==> config.mk <==
export PLATFORM = sky130hd
export DESIGN_NAME = fmul_pipe
export DESIGN_NICKNAME = d
export VERILOG_FILES = /design/src/rtl/fmul_pipe.sv
export SDC_FILE = /design/constraint.sdc
export NUM_CORES = 2
export LEC_CHECK = 0
export ABC_AREA = 1
export BUFFER_PORTS_ARGS = -buffer_cell sky130_fd_sc_hd__buf_2
export CAP_MARGIN = 5
export CORE_ASPECT_RATIO = 0.75
export CORE_MARGIN = 4
export CORE_UTILIZATION = 55
export CTS_CLUSTER_DIAMETER = 100
export DETAILED_ROUTE_END_ITERATION = 6
export GPL_TIMING_DRIVEN = 0
export PLACE_DENSITY = 0.82
export REMOVE_ABC_BUFFERS = 1
export SETUP_SLACK_MARGIN = 0.3
export SLEW_MARGIN = 10
export SYNTH_ARGS = -nofsm -noshare
export SYNTH_HDL_FRONTEND = slang
export SYNTH_SLANG_ARGS = --single-unit
==> constraint.sdc <==
create_clock -name clk -period 5.5 [get_ports clk]
set_input_delay 0 -clock clk [delete_from_list [all_inputs] [get_ports clk]]
set_output_delay 0 -clock clk [all_outputs]
set_load 0.01 [all_outputs]
==> src/rtl/fmul_pipe.sv <==
// fmul_pipe: parametrised floating-point multiplier with special-value handling, rounding and IEEE-style flags.
// Latency: 3 register stages (S1 unpack/partial products, S2 product/exponent, S3 normalise/round/output); 1 op per cycle.
// Backpressure: stall = out_valid & ~out_ready freezes every stage; in_ready = ~stall (combinational).
module fmul_pipe #(
  parameter int EW    = 8,
  parameter int MW    = 23,
  parameter int ROUND = 1,
  parameter int TAG_W = 5
) (
  input  logic             clk,
  input  logic             rst,
  input  logic             in_valid,
  output logic             in_ready,
  input  logic [EW+MW:0]   x1,
  input  logic [EW+MW:0]   x2,
  input  logic [TAG_W-1:0] in_tag,
  output logic             out_valid,
  input  logic             out_ready,
  output logic [EW+MW:0]   y,
  output logic [TAG_W-1:0] out_tag,
  output logic             ovf,
  output logic             udf,
  output logic             inv,
  output logic             nx
);

  localparam int W  = EW + MW + 1;
  localparam int SW = MW + 1;        // significand width including hidden 1
  localparam int LW = SW / 2;        // low slice of operand 2 for the split product
  localparam int HW = SW - LW;       // high slice of operand 2
  localparam int PW = 2 * SW;        // full product width
  localparam int XW = EW + 2;        // signed exponent, wide enough to never wrap
  localparam logic [EW-1:0]        EXP_ONES = '1;
  localparam logic signed [XW-1:0] BIAS     = XW'((1 << (EW - 1)) - 1);
  localparam logic signed [XW-1:0] EMAX     = XW'((1 << EW) - 1);

  // The whole pipe advances together unless the output is being held.
  logic adv;
  assign adv      = ~(out_valid & ~out_ready);
  assign in_ready = adv;

  // Operand classification; exp=0 covers both zero and flushed subnormals.
  logic [EW-1:0] e_a, e_b;
  logic [MW-1:0] m_a, m_b;
  logic          zero_a, zero_b, inf_a, inf_b, nan_a, nan_b;
  logic [SW-1:0] sig_a, sig_b;
  assign e_a    = x1[W-2:MW];
  assign e_b    = x2[W-2:MW];
  assign m_a    = x1[MW-1:0];
  assign m_b    = x2[MW-1:0];
  assign zero_a = (e_a == '0);
  assign zero_b = (e_b == '0);
  assign inf_a  = (e_a == EXP_ONES) && (m_a == '0);
  assign inf_b  = (e_b == EXP_ONES) && (m_b == '0);
  assign nan_a  = (e_a == EXP_ONES) && (m_a != '0);
  assign nan_b  = (e_b == EXP_ONES) && (m_b != '0);
  assign sig_a  = {1'b1, m_a};
  assign sig_b  = {1'b1, m_b};

  // Stage 1 registers
  logic             v1_q, v1_d, s1_q, s1_d;
  logic             nan1_q, nan1_d, inf1_q, inf1_d, zero1_q, zero1_d;
  logic [EW-1:0]    ea1_q, ea1_d, eb1_q, eb1_d;
  logic [SW+LW-1:0] plo1_q, plo1_d;
  logic [SW+HW-1:0] phi1_q, phi1_d;
  logic [TAG_W-1:0] tag1_q, tag1_d;

  // Stage 2 registers
  logic                 v2_q, v2_d, s2_q, s2_d;
  logic                 nan2_q, nan2_d, inf2_q, inf2_d, zero2_q, zero2_d;
  logic signed [XW-1:0] exp2_q, exp2_d;
  logic [PW-1:0]        prod2_q, prod2_d;
  logic [TAG_W-1:0]     tag2_q, tag2_d;

  // Output registers
  logic             out_valid_q, out_valid_d;
  logic [W-1:0]     y_q, y_d;
  logic [TAG_W-1:0] out_tag_q, out_tag_d;
  logic             ovf_q, ovf_d, udf_q, udf_d, inv_q, inv_d, nx_q, nx_d;

  // S1: fold classification into a single special-case class and form two partial products.
  always_comb begin
    v1_d    = v1_q;
    s1_d    = s1_q;
    nan1_d  = nan1_q;
    inf1_d  = inf1_q;
    zero1_d = zero1_q;
    ea1_d   = ea1_q;
    eb1_d   = eb1_q;
    plo1_d  = plo1_q;
    phi1_d  = phi1_q;
    tag1_d  = tag1_q;
    if (adv) begin
      v1_d    = in_valid;
      s1_d    = x1[W-1] ^ x2[W-1];
      nan1_d  = nan_a | nan_b | (zero_a & inf_b) | (inf_a & zero_b);
      inf1_d  = inf_a | inf_b;
      zero1_d = zero_a | zero_b;
      ea1_d   = e_a;
      eb1_d   = e_b;
      plo1_d  = {{LW{1'b0}}, sig_a} * {{SW{1'b0}}, sig_b[LW-1:0]};
      phi1_d  = {{HW{1'b0}}, sig_a} * {{SW{1'b0}}, sig_b[SW-1:LW]};
      tag1_d  = in_tag;
    end
  end

  // S2: combine partial products into the full product and form the biased exponent sum.
  always_comb begin
    v2_d    = v2_q;
    s2_d    = s2_q;
    nan2_d  = nan2_q;
    inf2_d  = inf2_q;
    zero2_d = zero2_q;
    exp2_d  = exp2_q;
    prod2_d = prod2_q;
    tag2_d  = tag2_q;
    if (adv) begin
      v2_d    = v1_q;
      s2_d    = s1_q;
      nan2_d  = nan1_q;
      inf2_d  = inf1_q;
      zero2_d = zero1_q;
      exp2_d  = $signed({2'b00, ea1_q}) + $signed({2'b00, eb1_q}) - BIAS;
      prod2_d = ({{LW{1'b0}}, phi1_q} << LW) + {{HW{1'b0}}, plo1_q};
      tag2_d  = tag1_q;
    end
  end

  // Normalise and round the product of two [1,2) significands.
  logic [PW-1:0]        norm;
  logic [SW-1:0]        sig_n;
  logic                 guard, sticky, inc, carry;
  logic [SW:0]          sig_r;
  logic [MW-1:0]        mant_r;
  logic signed [XW-1:0] exp_r;

  // S3: rounding datapath, then special/overflow/underflow result select into the output registers.
  always_comb begin
    norm   = prod2_q[PW-1] ? prod2_q : (prod2_q << 1);
    sig_n  = norm[PW-1:MW+1];
    guard  = norm[MW];
    sticky = |norm[MW-1:0];
    inc    = (ROUND != 0) && guard && (sticky || sig_n[0]);
    sig_r  = {1'b0, sig_n} + {{SW{1'b0}}, inc};
    carry  = sig_r[SW];
    mant_r = carry ? sig_r[MW:1] : sig_r[MW-1:0];
    exp_r  = exp2_q + $signed({{(XW-1){1'b0}}, prod2_q[PW-1]})
                    + $signed({{(XW-1){1'b0}}, carry});

    out_valid_d = out_valid_q;
    y_d         = y_q;
    out_tag_d   = out_tag_q;
    ovf_d       = ovf_q;
    udf_d       = udf_q;
    inv_d       = inv_q;
    nx_d        = nx_q;
    if (adv) begin
      out_valid_d = v2_q;
      out_tag_d   = tag2_q;
      ovf_d       = 1'b0;
      udf_d       = 1'b0;
      inv_d       = 1'b0;
      nx_d        = 1'b0;
      if (nan2_q) begin
        y_d   = {1'b0, EXP_ONES, 1'b1, {(MW-1){1'b0}}};
        inv_d = 1'b1;
      end else if (inf2_q) begin
        y_d = {s2_q, EXP_ONES, {MW{1'b0}}};
      end else if (zero2_q) begin
        y_d = {s2_q, {EW{1'b0}}, {MW{1'b0}}};
      end else if (exp_r >= EMAX) begin
        y_d   = {s2_q, EXP_ONES, {MW{1'b0}}};
        ovf_d = 1'b1;
        nx_d  = 1'b1;
      end else if (exp_r <= 0) begin
        y_d   = {s2_q, {EW{1'b0}}, {MW{1'b0}}};
        udf_d = 1'b1;
        nx_d  = 1'b1;
      end else begin
        y_d  = {s2_q, exp_r[EW-1:0], mant_r};
        nx_d = guard | sticky;
      end
    end
  end

  // State registers for all three stages; reset empties the pipe and clears the outputs.
  always_ff @(posedge clk) begin
    if (rst) begin
      v1_q <= 1'b0; s1_q <= 1'b0; nan1_q <= 1'b0; inf1_q <= 1'b0; zero1_q <= 1'b0;
      ea1_q <= '0; eb1_q <= '0; plo1_q <= '0; phi1_q <= '0; tag1_q <= '0;
      v2_q <= 1'b0; s2_q <= 1'b0; nan2_q <= 1'b0; inf2_q <= 1'b0; zero2_q <= 1'b0;
      exp2_q <= '0; prod2_q <= '0; tag2_q <= '0;
      out_valid_q <= 1'b0; y_q <= '0; out_tag_q <= '0;
      ovf_q <= 1'b0; udf_q <= 1'b0; inv_q <= 1'b0; nx_q <= 1'b0;
    end else begin
      v1_q <= v1_d; s1_q <= s1_d; nan1_q <= nan1_d; inf1_q <= inf1_d; zero1_q <= zero1_d;
      ea1_q <= ea1_d; eb1_q <= eb1_d; plo1_q <= plo1_d; phi1_q <= phi1_d; tag1_q <= tag1_d;
      v2_q <= v2_d; s2_q <= s2_d; nan2_q <= nan2_d; inf2_q <= inf2_d; zero2_q <= zero2_d;
      exp2_q <= exp2_d; prod2_q <= prod2_d; tag2_q <= tag2_d;
      out_valid_q <= out_valid_d; y_q <= y_d; out_tag_q <= out_tag_d;
      ovf_q <= ovf_d; udf_q <= udf_d; inv_q <= inv_d; nx_q <= nx_d;
    end
  end

  assign out_valid = out_valid_q;
  assign y         = y_q;
  assign out_tag   = out_tag_q;
  assign ovf       = ovf_q;
  assign udf       = udf_q;
  assign inv       = inv_q;
  assign nx        = nx_q;

endmodule

---- Yosys cells after proc, flatten, opt, wreduce, memory -nomap -nowiden ----
Cells that the tools add are included.
Widths: inputs -> output; s select.
word-level totals
  memory bits (writable) .................. 0
  memory bits (read-only) ................. 0
  register bits after elaboration ......... 208
  logic and storage cells ................. 84
  output and inout bits ................... 43
  memories ................................ 0
  input bits .............................. 73
  latch bits .............................. 0
cells by class
  muxes and demuxes ....................... 22
  magnitude comparators ................... 2
  bitwise operators ....................... 12
  reductions and logical operators ........ 13
  equal/unequal tests ..................... 2
  shift operators ......................... 0
  add/subtract/negate cells ............... 6
  $mul .................................... 2
  divide/modulo/power cells ............... 0
operators by type and width
  kind                  count
  $mux 31               4
  $mul 24x12->36        2
  $add 48x36->48        1
  $mux 48               1
  $logic_not 23->1      2
  $reduce_bool 23->1    2
  $mux 32               1
  $add 24x1->25         1
  $mux 23               1
  $reduce_or 23->1      1
  $add 10x2->10         2
  $eq 8x8->1 const B    2
  $logic_not 8->1       2
  $mux 1                15
  $ge 10x9->1 const B   1
  $le 10x1->1 const B   1
  $sub 9x7->10 const B  1
  $add 8x8->9           1
  $or 1x1->1            6
  $logic_and 1x1->1     5
  $and 1x1->1           3
  $not 1->1             2
  $logic_or 1x1->1      1
  $xor 1x1->1           1

---- Longest topological paths before layout ----
  depth in word-level cells ............... 12
  mapped depth ............................ 29
  gate-level depth less buffers ........... 28

---- Worst setup path after synthesis ----
No wires, ideal clock.
  kind .................................... input -> register
  start ................................... in x2[3]
  end ..................................... reg plo1_q[34]
  path buffers ............................ 2
  required time ........................... 5.386 ns
  library setup time ...................... 0.114 ns
  setup slack ............................. 0.810 ns
  cell stages on the path ................. 21
  arrival time ............................ 4.576 ns
  cell sequence ........................... clkbuf_1 clkbuf_1 nand2_1 fa_1 inv_1 fa_1 inv_1 fa_1 fa_1 fa_1 inv_1 ha_1 nand2_1 nor2_1 nand2_1 o21ai_0 nand3_1 nand3_1 nand2_1 o21bai_1 inv_1
between the ends
  cells in the longest elaborated chain, start to end .. 1
ends and longest elaborated chain
  item                  RTL line  source
  from (decl)           15        input logic [EW+MW:0] x2,
  $mul 24x12->36        101       plo1_d = {{LW{1'b0}}, sig_a} * {{SW{1'b0}}, sig_b[LW-1:0]};
  to (signal assigned)  190       ea1_q <= '0; eb1_q <= '0; plo1_q <= '0; phi1_q <= '0; tag1_q <= '0;
  to (signal assigned)  197       ea1_q <= ea1_d; eb1_q <= eb1_d; plo1_q <= plo1_d; phi1_q <= phi1_d; tag1_q <= tag1_d;
  to (decl)             64        logic [SW+LW-1:0] plo1_q, plo1_d;
No other way between the ends.
A chain may end at the register's enable or synchronous reset.

---- Final worst setup path ----
  start ................................... reg prod2_q[47]
  end ..................................... reg y_q[18] (netlist: y[18])
between the ends
  cells in the longest elaborated chain, start to end .. 12
ends and longest elaborated chain
  item                    RTL line  source
  from (decl)             72        logic [PW-1:0] prod2_q, prod2_d;
  from (signal assigned)  199       exp2_q <= exp2_d; prod2_q <= prod2_d; tag2_q <= tag2_d;
  $mux 48                 139       norm = prod2_q[PW-1] ? prod2_q : (prod2_q << 1);
  $reduce_or 23->1        142       sticky = |norm[MW-1:0];
  $logic_or 1x1->1        143       inc = (ROUND != 0) && guard && (sticky || sig_n[0]);
  $logic_and 1x1->1       143
  $add 24x1->25           144       sig_r = {1'b0, sig_n} + {{SW{1'b0}}, inc};
  $add 10x2->10           148       + $signed({{(XW-1){1'b0}}, carry});
  $le 10x1->1             175       end else if (exp_r <= 0) begin
  $mux 31                 175
  $mux 31 (*)             171       end else if (exp_r >= EMAX) begin
  $mux 31 (*)             169       end else if (zero2_q) begin
  $mux 31 (*)             167       end else if (inf2_q) begin
  $mux 32 (*)             164       if (nan2_q) begin
  to (signal assigned)    200       out_valid_q <= out_valid_d; y_q <= y_d; out_tag_q <= out_tag_d;
  to (decl)               77        logic [W-1:0] y_q, y_d;
Mark *: on every way between the ends. The rest lies on a longest branch, timed or not.

==> results by group <==
Clocking
  – H-tree levels: 1
  – Number of clock sinks: approximately 210
  – Cts bufs inserted: 19
  – Longest Clk Path Bufs: 3
  – Root buffer cell: clkbuf_16
  – Skew-Pair Late Insertion Delay: ~0.52 ns
  – CTS tree: done
  – Reg clk slew, reported paths: ~0.070 ns

Placement
  – Placed cells: between 4000 and 5000
  – Port bufs: roughly 120
  – Dpl hpwl: 59880 um
  – GPL Wtd Cong: a little under 1
  – DP Worst Slack: -0.05028 ns

Die
  – IO Count: approximately 120
  – Die Y: approximately 210 um
  – Starting Density: between 50% and 60%
  – Floorplan die width: around 280 um
  – Total die area: roughly 59000 sq um
  – Cell Rows: 74
  – Core area: between 50000 and 60000 sq um

Global routing
  – All-layer global routing usage: about 27%
  – Largest net degree at the start of global routing: between 100 and 150
  – Initial antenna violation count: 1
  – Total grt overflow: 0
  – First-pass GRT wire length: about 130000 um
  – Vias in the first global route: between 20000 and 30000

STA
  – Max Freq: around 200 MHz
  – Final setup viols: 0
  – Setup TNS: 0 ns
  – Final Skew: approximately 0.026 ns
  – Slew headroom: approximately two fifths
  – RSZ-0062 raised after global routing: true
  – PnR worst setup slack: a little over 0.5 ns
  – Minimum clock period: 4.987 ns
  – Tcrit/Tclk final: between 90% and 100%
  – Actual slew at the worst max-slew pin: between 0.8 and 0.9 ns
  – Max-slew violations: 0
  – Final hold viol count: 0

Hold path
  – Hold Crit Class: input port to flip-flop

Cells and area
  – Post-layout nets: between 4000 and 5000
  – Ratio of cells with drive above 1 in the final layout: under 10%
  – Commonest cells after routing, fill and taps aside: 1064 x nand2_1, 996 x inv_1, 442 x fa_1
  – Post-route insts no fill: 4984
  – Most common cell after layout, fill and taps aside: nand2_1
  – Area growth, synth to finish: 5.882%

Power
  – Final Power: 0.01951 W
  – Max rail drop VDD: around 520 uV
  – Pleak: between 15 and 20 nW
  – Pwr per Cell Area: 608.2 nW/um^2

Logic synthesis
  – XOR/XNOR share of the synthesized area: 2.077%
  – Post-Synth Simple-Gate Area: between 20% and 30%
  – Synth unique cells: between 40 and 50
  – Flops & latches, synth: 208
  – Main combinational cell family by area after synthesis: adder cells
  – Cell Area, Synth: between 30000 and 40000 sq um
  – Sequential element share of the synthesized area: 13.75%
  – Number of flops mapped to enable cells by yosys: 0
  – Yosys warning count: 0
  – Async S/R FF share, synth: 0%
  – Multiplexer area fraction after synthesis: 0%
  – Mapped Avg Cell Area: 7.110 sq um
  – Synth Instances: ~4300
  – Post-Synth Adder-Cell Area: around 37%
  – Synth Flop Type: dfxtp_1
  – Compound-Gate Fraction of Synth Area: under 10%

Worst setup path
  – Critical path peak fanout: 51
  – Depth of the worst register-to-register path: 27
  – R2R setup slack: 0.51 ns
  – FF-to-FF Start: prod2_q[47]
  – RR Endpoint: y[18]
  – Worst Path Arrival: between 5 and 6 ns
  – Crit path capture: y[18]
  – CP Class: flip-flop to flip-flop
  – Critical Path Source Type: flip-flop
  – Crit path from: prod2_q[47]
  – CP required: between 5 and 6 ns
  – Crit. End Element: flip-flop

Routing
  – Drt pass-1 iters: 5
  – Wire per inst: roughly 16 um
  – DRT iter0 DRCs: roughly 2100
  – Via count: 26570
  – Routed wire length: 77510 um
  – Drt via density: 5.330
  – Routed Antenna Nets: 0
  – DR DRC count: 0

Run
  – Max cap viols: 0

Status
  – Status: finished, final reports clean
## where the power goes
group / leakage [nW] / switching [W] / internal, W
Combinational: 15.9 / 0.0102 / 0.00577
Sequential: 1.72 / 0.000258 / 0.00195
Clock: 0.289 / 0.000602 / 0.000713
Total: 17.9 / 0.0111 / 0.00843
## area by class of cell
type	instances	area (sq um)
fill	5003	22370
multi-input combinational	2858	21590
sequential	208	4165
inverter	1014	3821
timing repair buffer	149	1008
tap	722	903.4
clock buffer	26	521.8
clock inverter	6	58.81
antenna	1	2.502
## worst max-delay path: stages, from the launching register on
cell and delay [ns]:
dfxtp_2 0.36, buf_12 0.23, o21ai_1 0.19, nor2_4 0.15
ha_2 0.27, inv_1 0.12, nor2_2 0.17, nand3_2 0.14
nor3_4 0.25, nand4_1 0.13, nor3_1 0.17, nand4_1 0.35
fa_2 0.48, inv_2 0.15, ha_2 0.27, nand3_1 0.13
inv_1 0.11, nand2_1 0.05, nand2_1 0.05, nand2_1 0.11
nor2_1 0.17, nand3_1 0.14, nand3_1 0.19, inv_1 0.18
nand3_1 0.12, nor2_1 0.05, nor2_1 0.08, nor2_1 0.04
## cells by family after synthesis
group,after synthesis
xor+xnor,71
simple gates,1625
fa+ha+maj,631
flops,208
buf+inv,1195
compound gates,531
## sequential cells by signal (all words and copies together), names as in the netlist, 5 cells and up
register / cells
out_tag: 5
prod2_q: 48
tag1_q: 5
exp2_q: 10
y: 32
tag2_q: 5
eb1_q: 8
plo1_q: 36
ea1_q: 8
phi1_q: 36
## what timing repair did
action,CTS,global route
setup endpoints to repair,7,38
hold buffers,26,0
resized for setup,1,9
endpoints found under the hold margin,52,0
pin swaps,0,2
buffers inserted,0,1
## cell usage after synthesis (10+ instances only)
cell	instances	area [sq um]
a21o_1	12	90.09
nor4_1	12	75.07
ha_1	188	2352
xnor2_1	15	131.4
xor2_1	55	481.7
dfxtp_1	208	4164
inv_2	11	41.29
nand4_1	52	325.3
nor2_1	266	998.5
nor2_4	10	112.6
nor2_2	17	106.4
nor3_1	21	105.1
nand2_2	23	143.9
fa_1	443	8869
o21ai_0	218	1091
o21bai_1	64	480.5
nand3_1	138	690.7
o21ai_1	10	50.05
clkbuf_1	166	623.1
a21oi_1	178	890.9
inv_1	997	3742
o211ai_1	18	135.1
nand2_1	1064	3994
## how the worst min path moves through the flow
stage              start   endpoint  slack [ns]  depth (start not counted)
5_1_grt            x2[0]  plo1_q[0]        0.15                          3
2_1_floorplan        rst  exp2_q[9]        0.07                          1
4_1_cts           x2[12]  phi1_q[0]        0.12                          3
3_3_place_gp    in_valid       v1_q        0.25                          3
3_5_place_dp   in_tag[0]  tag1_q[0]        0.26                          3
6_report          x2[12]  phi1_q[0]        0.14                          3
## layer usage
layer	routed length, um	vias up	global-route usage [%]
met5	0	-	0
met4	1423	0	5.259
met3	5961	125	4.365
met2	35320	913	43.48
met1	34810	12830	38.54
li1	-	12700	-
## stage by stage
step | hold slack (ns) | util, % | instance area, sq um
finish | 0.1372 | 58.92 | 32080
global route | 0.1515 | 58.92 | 32080
CTS | 0.1152 | 58.85 | 32040
detailed placement | 0.2587 | 57.30 | 31190
global placement | 0.2488 | 56.96 | 31010
floorplan | 0.06907 | - | 29530
No activity file was read; power rests on OpenSTA's default activity.
